===== config.mk =====
export PLATFORM = sky130hd
export DESIGN_NAME = pipe_hazard_ctrl
export DESIGN_NICKNAME = d
export VERILOG_FILES = /design/src/rtl/pipe_pkg.sv /design/src/rtl/fwd_match.sv /design/src/rtl/pipe_hazard_ctrl.sv
export SDC_FILE = /design/constraint.sdc
export NUM_CORES = 1
export LEC_CHECK = 0
export BUFFER_PORTS_ARGS = -buffer_cell sky130_fd_sc_hd__buf_2
export CORE_AREA = 2 2 39 41
export DETAILED_ROUTE_END_ITERATION = 12
export DIE_AREA = 0 0 41 43
export PLACE_DENSITY = 0.86
export SLEW_MARGIN = 20
export SYNTH_ARGS = -nofsm -noshare
export SYNTH_HDL_FRONTEND = slang
export SYNTH_SLANG_ARGS = --single-unit

===== constraint.sdc =====
create_clock -name clk -period 4.4 [get_ports clk]
set_input_delay 0.44 -clock clk [delete_from_list [all_inputs] [get_ports clk]]
set_output_delay 0.44 -clock clk [all_outputs]
set_load 0.03 [all_outputs]

===== src/rtl/pipe_pkg.sv =====
// Shared pipeline definitions: stage indices and forward-select encoding.
package pipe_pkg;

  typedef enum logic [2:0] {
    STG_F = 3'd0,
    STG_D = 3'd1,
    STG_E = 3'd2,
    STG_M = 3'd3,
    STG_W = 3'd4
  } stage_e;

  localparam int NSTAGE = 5;

  // Forward select value meaning "take the operand from the register file".
  localparam int FWD_RF = 0;

endpackage


===== src/rtl/fwd_match.sv =====
// Compares one execute-stage source index against all producer stages and
// returns the priority forward select (youngest match wins) plus a load hit
// against producer 0.
module fwd_match
  import pipe_pkg::*;
#(
  parameter int REG_AW = 5,
  parameter int NFWD   = 2,
  parameter int FW_W   = $clog2(NFWD + 1)
) (
  input  logic [REG_AW-1:0]      src,
  input  logic [NFWD*REG_AW-1:0] dst_reg,
  input  logic [NFWD-1:0]        dst_we,
  input  logic                   is_load0,
  output logic [FW_W-1:0]        sel,
  output logic                   load_hit
);

  logic src_nz;
  assign src_nz = (src != '0);

  // Scan oldest to youngest so the lowest matching producer index wins.
  always_comb begin
    sel = FW_W'(FWD_RF);
    for (int unsigned k = NFWD; k > 0; k--) begin
      if (src_nz && dst_we[k-1] && (dst_reg[(k-1)*REG_AW +: REG_AW] == src))
        sel = FW_W'(k);
    end
  end

  // Load in the youngest producer that this source depends on.
  always_comb begin
    load_hit = src_nz && dst_we[0] && is_load0 && (dst_reg[REG_AW-1:0] == src);
  end

endmodule


===== src/rtl/pipe_hazard_ctrl.sv =====
// Hazard and pipeline-control unit for the F/D/E/M/W core: stall/flush
// vectors, operand forwarding selects and load-use interlock.
// Optional macro HAZARD_PERF_EN adds saturating stall/interlock counters.
module pipe_hazard_ctrl
  import pipe_pkg::*;
#(
  parameter int REG_AW = 5,
  parameter int NSRC   = 2,
  parameter int NFWD   = 2,
  parameter int FW_W   = $clog2(NFWD + 1)
) (
  input  logic                   clk,
  input  logic                   resetn,
  input  logic                   i_cache_stall,
  input  logic                   d_cache_stall,
  input  logic                   alu_stallE,
  input  logic                   flush_jump_conflictE,
  input  logic                   flush_pred_failedM,
  input  logic                   flush_exceptionM,
  input  logic [NSRC*REG_AW-1:0] src_regE,
  input  logic [NFWD*REG_AW-1:0] dst_reg,
  input  logic [NFWD-1:0]        dst_we,
  input  logic [NFWD-1:0]        dst_is_load,
  output logic [NSTAGE-1:0]      stall,
  output logic [NSTAGE-1:0]      flush,
  output logic                   longest_stall,
  output logic [NSRC*FW_W-1:0]   fwd_sel
`ifdef HAZARD_PERF_EN
  ,
  output logic [31:0]            perf_cache_stall_cnt,
  output logic [31:0]            perf_alu_stall_cnt,
  output logic [31:0]            perf_lu_cnt
`endif
);

  logic            cache_st;
  logic            pend_jc;
  logic            pend_pf;
  logic            jc_eff;
  logic            pf_eff;
  logic            lu;
  logic [NSRC-1:0] load_hit;
  logic            unused_load_hi;

  // Only producer 0 can cause a load-use bubble; older load flags are unused.
  assign unused_load_hi = ^dst_is_load;

  assign cache_st      = i_cache_stall | d_cache_stall;
  assign longest_stall = cache_st | alu_stallE;

  for (genvar s = 0; s < NSRC; s++) begin : g_src
    fwd_match #(
      .REG_AW (REG_AW),
      .NFWD   (NFWD),
      .FW_W   (FW_W)
    ) u_fwd_match (
      .src      (src_regE[s*REG_AW +: REG_AW]),
      .dst_reg  (dst_reg),
      .dst_we   (dst_we),
      .is_load0 (dst_is_load[0]),
      .sel      (fwd_sel[s*FW_W +: FW_W]),
      .load_hit (load_hit[s])
    );
  end

  // Effective flushes: a request (live or pending) fires once its blocking stall drops.
  always_comb begin
    jc_eff = (flush_jump_conflictE | pend_jc) & ~d_cache_stall;
    pf_eff = (flush_pred_failedM | pend_pf) & ~longest_stall;
    lu     = (|load_hit) & ~longest_stall & ~flush_exceptionM & ~pf_eff;
  end

  // Stall and flush vectors per stage.
  always_comb begin
    stall        = '0;
    flush        = '0;
    stall[STG_F] = (longest_stall | lu) & ~flush_exceptionM;
    stall[STG_D] = longest_stall | lu;
    stall[STG_E] = longest_stall | lu;
    stall[STG_M] = cache_st;
    stall[STG_W] = cache_st;
    flush[STG_D] = flush_exceptionM | flush_pred_failedM | jc_eff;
    flush[STG_E] = flush_exceptionM | pf_eff;
    flush[STG_M] = flush_exceptionM | lu;
    flush[STG_W] = flush_exceptionM;
  end

  // Pending flush latches; an exception discards both since it kills everything anyway.
  always_ff @(posedge clk or negedge resetn) begin
    if (!resetn) begin
      pend_jc <= 1'b0;
      pend_pf <= 1'b0;
    end else if (flush_exceptionM) begin
      pend_jc <= 1'b0;
      pend_pf <= 1'b0;
    end else begin
      pend_jc <= (pend_jc | (flush_jump_conflictE & d_cache_stall)) & ~jc_eff;
      pend_pf <= (pend_pf | (flush_pred_failedM & longest_stall)) & ~pf_eff;
    end
  end

`ifdef HAZARD_PERF_EN
  // Saturating performance counters.
  always_ff @(posedge clk or negedge resetn) begin
    if (!resetn) begin
      perf_cache_stall_cnt <= '0;
      perf_alu_stall_cnt   <= '0;
      perf_lu_cnt          <= '0;
    end else begin
      if (cache_st && (perf_cache_stall_cnt != '1))
        perf_cache_stall_cnt <= perf_cache_stall_cnt + 32'd1;
      if (alu_stallE && !cache_st && (perf_alu_stall_cnt != '1))
        perf_alu_stall_cnt <= perf_alu_stall_cnt + 32'd1;
      if (lu && (perf_lu_cnt != '1))
        perf_lu_cnt <= perf_lu_cnt + 32'd1;
    end
  end
`endif

endmodule


==> metrics.yaml <==
run_status:
  outcome: "complete, no violations"
global_route:
  grt_max_degree: 9
  grt_pass1_wl_um: 1890
  grt_use_total_pct: 14.9
  grt_antenna_before_repair: 0
  grt_pass1_vias: 501
  grt_overflow_total: 0
setup_path:
  r2r_end: "pend_pf$_DFF_PN0_"
  r2r_cells: 2
  cp.arrival_ns: 1.84
  ff2ff_setup_slack_ns: 3.64
  critPathLaunchType: "primary input"
  worstReg2RegStart: "pend_pf$_DFF_PN0_"
  endpoint_kind: "primary output"
  crit_type: "in2out"
  critPathMaxFanout: 3
  worstPathRequired_ns: 3.96
synth:
  avgSynthCellArea_um2: 7.93
  yosysWarnings: 0
  yosys-top-cells-area: "xnor2_1, dfrtp_1, buf_4, xor2_1, nand4_1"
  synth_nets: 88
  synth_top_family_by_area: "XOR/XNOR gates"
  ys_types: 21
  synth-xor-area-share_pct: 39.4
  ys_seq_area_share_pct: 11.3
  synth_top_area_cell: "xnor2_1"
  ys_ff_latch: 2
  synthAdderAreaFrac_pct: 0
  synth-simple-area-share_pct: 29.6
  syn_area_um2: 444
  synthMuxAreaShare_pct: 0
  synth_top_area_share_pct: 31.5
  synth_compound_area_share_pct: 9.58
  syn_inst: 56
placement:
  io_buffers: 44
  placed_area_um2: 647
  place.gp.congestion: 0.790
  dp_hpwl_um: 1170
floorplan:
  dieHeight_um: 43
  dieArea_mm2: 0.00176
  core_area_mm2: 0.00138
  die_w_um: 41
  pin_count: 47
  initial_utilization_pct: 32.1
  core.rowCount: 14
clock_network:
  clk_pin_slew_ns: 0.03
  cts_root_buf: "clkbuf_4"
  holdBufCountCts: 1
  cts_tree: "done"
  cts_setup_buffers: 0
  ctsLongestPathBuffers: 2
  insertion_delay_ns: 0.22
  clock_sinks: 2
  ctsResizeCount: 0
  cts_made_buffers: 3
  htreeDepth: 1
routing:
  via_count: 543
  firstDrtPassIters: 4
  drc_errors: 0
  ant_nets: 0
  drt_wl_total_um: 1280
  viasPerCell: 4.72
  drt_iter0_drc: 13
  wl_per_cell_um: 11.1
finish:
  n_antenna_cell: 0
  post_route_cells_drive_above_1_share_pct: 53.5
  fin_area_um2: 679
  register_area_um2: 50.0
  fillers: 138
  final_common_cell: "buf_2"
  nets: 133
  multi_input_area_um2: 353
  area_growth_pct: 53.0
  final_cell_mix: "buf_2, xnor2_1, nor2_1, xor2_1, nand4_1"
hold_path:
  min_path_cells: 2
  min-delay-start: "flush_exceptionM"
  worstHoldPathType: "in2reg"
  min_to: "pend_jc$_DFF_PN0_"
pwr:
  p_leak_nw: 0.312
  irDropWorstVdd_v: 0.000147
  cellPowerDensity_mw_per_mm2: 185
timing:
  fin_crit_ns: 2.28
  rsz0062_at_grt: "false"
  finalSetupViolations: 0
  finalMaxSlewViolations: 0
  min_period_over_period_pct: 51.7
  tns_ns: 0
  fin_worst_skew_ns: 0
  max_freq_mhz: 439
  whs_ns: 0.479
  hold_violations: 0
job:
  max-cap-violations: 0
## area by class of cell
type                       count  share of cell area (%)
clock buffer                   3                    3.31
inverter                       1                   0.552
multi-input combinational     48                    51.9
sequential                     2                    7.37
tap                           16                    2.95
timing repair buffer          45                    33.9
## Yosys cell counts
cell / count
o21ai_1: 1
buf_4: 5
or4_1: 2
inv_1: 1
a21oi_1: 1
or2_2: 1
o21ai_0: 1
nor4_2: 2
nor4_1: 2
nor2_1: 4
o211ai_2: 1
xor2_1: 4
nand2_1: 2
nor3_1: 1
dfrtp_1: 2
nand4_1: 4
nor3b_1: 1
xnor2_1: 16
nor2_2: 2
o21bai_1: 2
conb_1: 1
## report_power, final
| part | internal [mW] | switching, mW | total [mW] |
|---|---|---|---|
| sequential | 0.0196 | 0.000346 | 0.0200 |
| clock | 0.0301 | 0.0104 | 0.0405 |
| combinational | 0.0286 | 0.0366 | 0.0652 |
| total | 0.0783 | 0.0473 | 0.126 |
## layer usage
| metal | GRT usage, % | wire (µm) | vias up |
|---|---|---|---|
| met5 | 0 | 0 | - |
| li1 | - | - | 279 |
| met2 | 25.9 | 689 | 22 |
| met4 | 4.00 | 12 | 0 |
| met3 | 1.57 | 88 | 2 |
| met1 | 18.0 | 488 | 240 |
## registers in the layout (all words and copies together), names as in the netlist
register,cells
pend_pf,1
pend_jc,1
## cell families after synthesis
| family | Yosys count |
|---|---|
| and+or+nand+nor | 21 |
| xor gates and xnor gates | 20 |
| other | 1 |
| DFF | 2 |
| AOI/OAI and AO/OA | 6 |
| buffers and inverters | 6 |
## critical path, cell delays in order
cell	delay, ns
buf_2	0.12
or4_1	0.54
nor2_2	0.13
nor4_2	0.08
nor4_1	0.27
buf_2	0.25
## stage by stage
step | power (mW) | worst slack (ns) | cells | util (%)
finish | 0.126 | 2.12 | 115 | 49.1
global route | 0.133 | 2.06 | 115 | 49.1
global placement | 0.0832 | 2.13 | 111 | 46.7
floorplan | 0.0592 | 1.62 | 56 | -
detailed placement | 0.0850 | 2.12 | 111 | 46.7
CTS | 0.127 | 2.12 | 115 | 49.1
## worst max path at each step
| stage | cells after the start | slack (ns) | to | start |
|---|---|---|---|---|
| 2_1_floorplan | 5 | 1.62 | stall[2] | src_regE[0] |
| 3_3_place_gp | 6 | 2.13 | fwd_sel[1] | src_regE[0] |
| 3_5_place_dp | 6 | 2.12 | fwd_sel[1] | src_regE[0] |
| 4_1_cts | 6 | 2.12 | fwd_sel[1] | src_regE[0] |
| 5_1_grt | 6 | 2.06 | fwd_sel[1] | src_regE[0] |
| 6_report | 6 | 2.12 | fwd_sel[1] | src_regE[0] |
Note: power is estimated with default switching activity, not from simulation.
